===== src/rtl/conv_encoder.sv =====
// Rate-1/2 feed-forward convolutional encoder with valid/ready in and registered valid/ready out.
// Define ENC_TAIL_EN to append K-1 zero tail symbols per frame so the trellis ends in state 0.
module conv_encoder #(
  parameter int             K  = 3,
  parameter logic [K-1:0]   G0 = 3'b111,
  parameter logic [K-1:0]   G1 = 3'b101
) (
  input  logic       clk,
  input  logic       rst,
  input  logic       in_valid,
  output logic       in_ready,
  input  logic       in_bit,
  input  logic       in_last,
  output logic       out_valid,
  input  logic       out_ready,
  output logic [1:0] out_sym,
  output logic       out_last,
  output logic       busy
);

`ifdef ENC_TAIL_EN
  typedef enum logic [1:0] {IDLE, DATA, TAIL} state_t;
  localparam state_t FRAME_END = TAIL;
`else
  typedef enum logic [1:0] {IDLE, DATA} state_t;
  localparam state_t FRAME_END = IDLE;
`endif

  state_t         state, state_nxt;
  logic [K-2:0]   sr;
  logic [K-1:0]   w;
  logic [1:0]     sym;
  logic           in_tail, last_sym, out_free, in_fire, tail_fire, load, cur_bit;

`ifdef ENC_TAIL_EN
  localparam int TCW = (K > 2) ? $clog2(K-1) : 1;
  logic [TCW-1:0] tail_cnt;
  logic           tail_done;

  assign in_tail   = (state == TAIL);
  assign tail_done = tail_fire && (tail_cnt == TCW'(K-2));
  assign last_sym  = tail_done;
`else
  assign in_tail   = 1'b0;
  assign last_sym  = in_last;
`endif

  // A new symbol may be loaded whenever the output slot is empty or being drained.
  assign out_free  = !out_valid || out_ready;
  assign in_ready  = !rst && !in_tail && out_free;
  assign in_fire   = in_valid && in_ready;
  assign tail_fire = in_tail && out_free;
  assign load      = in_fire || tail_fire;
  assign cur_bit   = !in_tail && in_bit;
  // w[0] is the current bit, w[i] the bit from i steps earlier
  assign w         = {sr, cur_bit};
  assign sym       = {^(G0 & w), ^(G1 & w)};
  assign busy      = !rst && (state != IDLE);

  always_ff @(posedge clk) begin
    if (rst) state <= IDLE;
    else     state <= state_nxt;
  end

  always_comb begin
    state_nxt = state;
    case (state)
      IDLE: if (in_fire) state_nxt = in_last ? FRAME_END : DATA;
      DATA: if (in_fire && in_last) state_nxt = FRAME_END;
`ifdef ENC_TAIL_EN
      TAIL: if (tail_done) state_nxt = IDLE;
`endif
      default: state_nxt = IDLE;
    endcase
  end

  always_ff @(posedge clk) begin
    if (rst) begin
      sr        <= '0;
      out_valid <= 1'b0;
      out_sym   <= 2'b00;
      out_last  <= 1'b0;
`ifdef ENC_TAIL_EN
      tail_cnt  <= '0;
`endif
    end else begin
      if (load) begin
`ifdef ENC_TAIL_EN
        // zero tail bits flush sr to all-zero by the last tail step
        sr <= w[K-2:0];
`else
        sr <= in_last ? '0 : w[K-2:0];
`endif
        out_valid <= 1'b1;
        out_sym   <= sym;
        out_last  <= last_sym;
      end else if (out_ready) begin
        out_valid <= 1'b0;
      end
`ifdef ENC_TAIL_EN
      if (in_fire)        tail_cnt <= '0;
      else if (tail_fire) tail_cnt <= tail_done ? '0 : tail_cnt + TCW'(1);
`endif
    end
  end

endmodule


===== config.mk =====
export PLATFORM = sky130hd
export DESIGN_NAME = conv_encoder
export DESIGN_NICKNAME = d
export VERILOG_FILES = /design/src/rtl/conv_encoder.sv
export SDC_FILE = /design/constraint.sdc
export NUM_CORES = 1
export LEC_CHECK = 0
export ABC_CLOCK_PERIOD_IN_PS = 1800
export CAP_MARGIN = 25
export CORE_AREA = 5 5 42 44
export DETAILED_ROUTE_END_ITERATION = 6
export DIE_AREA = 0 0 47 49
export SLEW_MARGIN = 20
export SYNTH_ARGS = -nofsm -noshare
export SYNTH_HDL_FRONTEND = slang
export SYNTH_SLANG_ARGS = --single-unit

===== constraint.sdc =====
create_clock -name clk -period 1.8 [get_ports clk]
set_input_delay 0.54 -clock clk [delete_from_list [all_inputs] [get_ports clk]]
set_output_delay 0.54 -clock clk [all_outputs]
set_load 0.03 [all_outputs]

# Word level (Yosys, flattened, before mapping)
# Index checks and enable logic that the tools add are counted.
word_totals:
  register_bits: 8
  out_inout_bits: 6
  elab_cells: 28
op_classes:
  n_eq_ne: 3
  muxes: 7
  reduce_logical: 13
op_table:
  columns: ["operator", "count"]
  rows:
  - ["two-way mux 2 bit", 3]
  - ["XOR reduction 3 bit", 2]
  - ["logical AND 1 bit", 4]
  - ["!= test 2 bit (second input constant)", 2]
  - ["one-hot mux 2 bit (2 select lines)", 1]
  - ["nonzero test 2 bit", 2]
  - ["two-way mux 1 bit", 3]
  - ["== test 2 x 1 -> 1 bit (second input constant)", 1]
  - ["zero test 1 bit", 2]
  - ["zero test 2 bit", 1]
  - ["AND reduction 2 bit", 1]
  - ["logical OR 1 bit", 1]

# Depth between registers and ports, before layout
logic_depth:
  word_depth: 7
  mapped_depth: 4
  ltp_nobuf: 3

# Worst setup path after synthesis
# No wires, ideal clock.
synth_path:
  path_kind: "in2out"
  startpoint: "in out_ready"
  endpoint: "out in_ready"
  t_arrival_ns: 1.160
  required_time_ns: 1.260
  path_slack_ns: 0.100
  path_stages: 2
  path_buffers: 0
  path_cell_list: "and2b_1 nor2_1"
synth_via:
  elab_chain_len: 2
synth_lines:
  columns: ["item", "line_no", "text"]
  rows:
  - ["from (decl)", "15", "input logic out_ready,"]
  - ["logical OR 1 bit", "49", "assign out_free = !out_valid || out_ready;"]
  - ["logical AND 1 bit", "50", "assign in_ready = !rst && !in_tail && out_free;"]
  - ["to (decl)", "11", "output logic in_ready,"]
# No other way between the ends.

# Worst setup path after layout
# Same ends and word-level chain as after synthesis.

==> summary.md <==
| Metric | Value |
|---|---|
| Crit. End Element | primary output |
| Distinct cell type count after synthesis | 18 |
| Drt first pass iters | 4 |
| Pleak | 0.267 nW |
| Max-cap violations | 0 |
| Critical path class | primary input to primary output |
| Worst-path maximum fanout | 2 |
| # nets final | 60 |
| Post-synth ARST share | 0% |
| Vias in the first global route | 313 |
| Peak VDD IR | 0.378 mV |
| RSZ-0062 raised after global routing | false |
| Cts bufs inserted | 3 |
| Top cell type's share of synthesized area | 42.7% |
| CTS tree | built |
| Syn Inst Count | 35 |
| Slew Viols, Final | 0 |
| Most instantiated cells after synthesis | 7 x dfxtp_1, 4 x nand2b_1, 3 x a21oi_1, 3 x nor2_1, 3 x nor3_1 |
| Syn avg cell area | 9.37 µm² |
| Reg2Reg Depth | 4 |
| CTS Hold Bufs | 0 |
| Drt via density | between 4 and 5 |
| EDFF count, synth | 0 |
| Post-Route Skew | 1.23 ps |
| Vias | 291 |
| Crit-path leading delay family | buffers and inverters |
| Worst path slowest cell | dlygate4sd2_1 |
| PwrDens | about 760 nW/µm² |
| Antenna Cells | 0 |
| Critical Path Source Type | primary input |
| Row cnt | 14 |
| Worst hold path type | flip-flop to flip-flop |
| Reg clk slew, reported paths | 50 ps |
| PortBufs | 11 |
| Final setup vio count | 0 |
| Final Util | 36.0% |
| H-tree level count | 1 |
| Syn Std Cell Area | between 300 and 400 µm² |
| WHS Path Cells | 2 |
| Cell Chain, Critical Path | dlygate4sd2_1 > and2b_1 > nor2_1 > buf_4 |
| Top post-synthesis cells by area | dfxtp_1 43%, nand2b_1 7.6%, mux2i_1 6.1% |
| Number of cells on the critical path | 4 |
| Layout cells sized above 1 | 22.6% |
| GRT overflow | 0 |
| Fin crit share | approximately 96% |
| Synth Flop Type | dfxtp_1 |
| ANT nets after route | 0 |
| Worst-margin pin slew | 322 ps |
| Skew-Pair Late Insertion Delay | 250 ps |
| Max clock buf depth | 2 |
| Maximum clock frequency | 580 MHz |
| Most numerous cell in the Yosys netlist | dfxtp_1 |
| Seq/Total Area, Yosys | between 40% and 50% |
| Yosys warns | 0 |
| Buf/Inv on CP | 2 |
| Initial DRC count | 2 |
| Slowest stage delay, CP | ~230 ps |
| Largest net degree at the start of global routing | 8 |
| Routed wire per std cell | around 9.4 µm |
| DRC | 0 |
| HPWL Detailed | approximately 520 µm |
| Req. time, crit path | about 1300 ps |
| CTS root buf | clkbuf_4 |
| Initial antenna violation count | 0 |
| Die area | 2300 µm² |
| Die Wd | 47 µm |
| Seq cells post-synth | 7 |
| Crit path arrival time | 1190 ps |
| Ports | 12 |
| Status | finished clean |
| Total track usage | 6.62% |
| P&R area growth vs syn | 53.8% |
| Syn Nets | 41 |
| Hold Violations, Final | 0 |
| CTS Sinks | 7 |
| Post-route minimum period | 1730 ps |
| Synth area leader | dfxtp_1 |
| Slew Limit Headroom | 78.5% |
| Initial Util | 23.4% |
| Gpl congestion | ~0.75 |
| Routed wire length | 647 µm |
| Hold slack final | roughly 470 ps |
| Die Ht | 49 µm |
| CORE AREA | 1400 µm² |
| First-pass GRT wire length | 1120 µm |
-- routing by layer --
metal  GRT usage (%)  wire length [µm]  up-vias
met4            4.15                 0        0
met3            2.95                52        0
li1                -                 -      155
met5               0                 0        -
met2            9.28               307        9
met1            7.93               287      127
-- cell usage in the layout (no fill, tap or decap), types with 2 or more instances in the layout --
cell type / count
nor3_1: 3
nor2_1: 3
dlygate4sd2_1: 3
a21oi_1: 3
buf_4: 6
dlymetal6s2s_1: 3
mux2i_1: 2
clkdlybuf4s50_1: 3
dfxtp_1: 7
nand2b_1: 4
clkbuf_4: 3
o21ai_0: 2
-- worst register-to-register path: cells and delay by family (launching register included) --
| kind | cells | cell delay [ps] |
|---|---|---|
| buffers and inverters | 1 | 150 |
| flip-flops | 1 | 320 |
| AND/OR/NAND/NOR | 3 | 430 |
-- worst paths after layout --
path	from	to	slack, ps
max	out_ready	in_ready	70
min	out_sym[1]$_SDFFE_PP0P_	out_sym[1]$_SDFFE_PP0P_	470
max reg2reg	out_valid$_SDFFE_PP0P_	out_sym[0]$_SDFFE_PP0P_	790
min reg2reg	out_sym[1]$_SDFFE_PP0P_	out_sym[1]$_SDFFE_PP0P_	470
-- where the power goes --
group	switching (mW)	internal (mW)
logic	0.0407	0.0383
registers	0.00373	0.164
clock network	0.0543	0.0844
-- flip-flops by register name (all words and copies together) (netlist names) --
register   count
out_last       1
out_sym        2
out_valid      1
sr             2
state          1
-- logic make-up after synthesis --
logic type,after synthesis,share of synthesized area [%]
mux,2,6.11
xor+xnor,2,5.34
compound gates,6,9.92
buf+inv,1,3.43
simple gates,17,32.4
flops,7,42.7
-- area by class of cell --
type	instances	area, µm²
fill	154	897
multi-input combinational	27	179
sequential	7	140
timing repair buffer	15	139
clock buffer	4	26.3
tap	16	20.0
-- timing repair --
item                                    in CTS  in global routing
pin swaps                                    1                  0
setup buffers                                1                  0
resized for setup                            3                  4
endpoints found under the setup margin       3                  4
-- stage by stage --
stage          instance area [µm²]  instances  setup TNS (ps)  worst slack (ps)  power, mW
5_1_grt                        504         69               0              23.3      0.406
3_5_place_dp                   464         64            -575              -214      0.252
6_report                       504         69               0              74.7      0.385
3_3_place_gp                   464         64            -472              -183      0.252
2_1_floorplan                  328         35               0               100      0.217
4_1_cts                        494         69               0              2.58      0.393
Power figures use the tool's default switching activity.
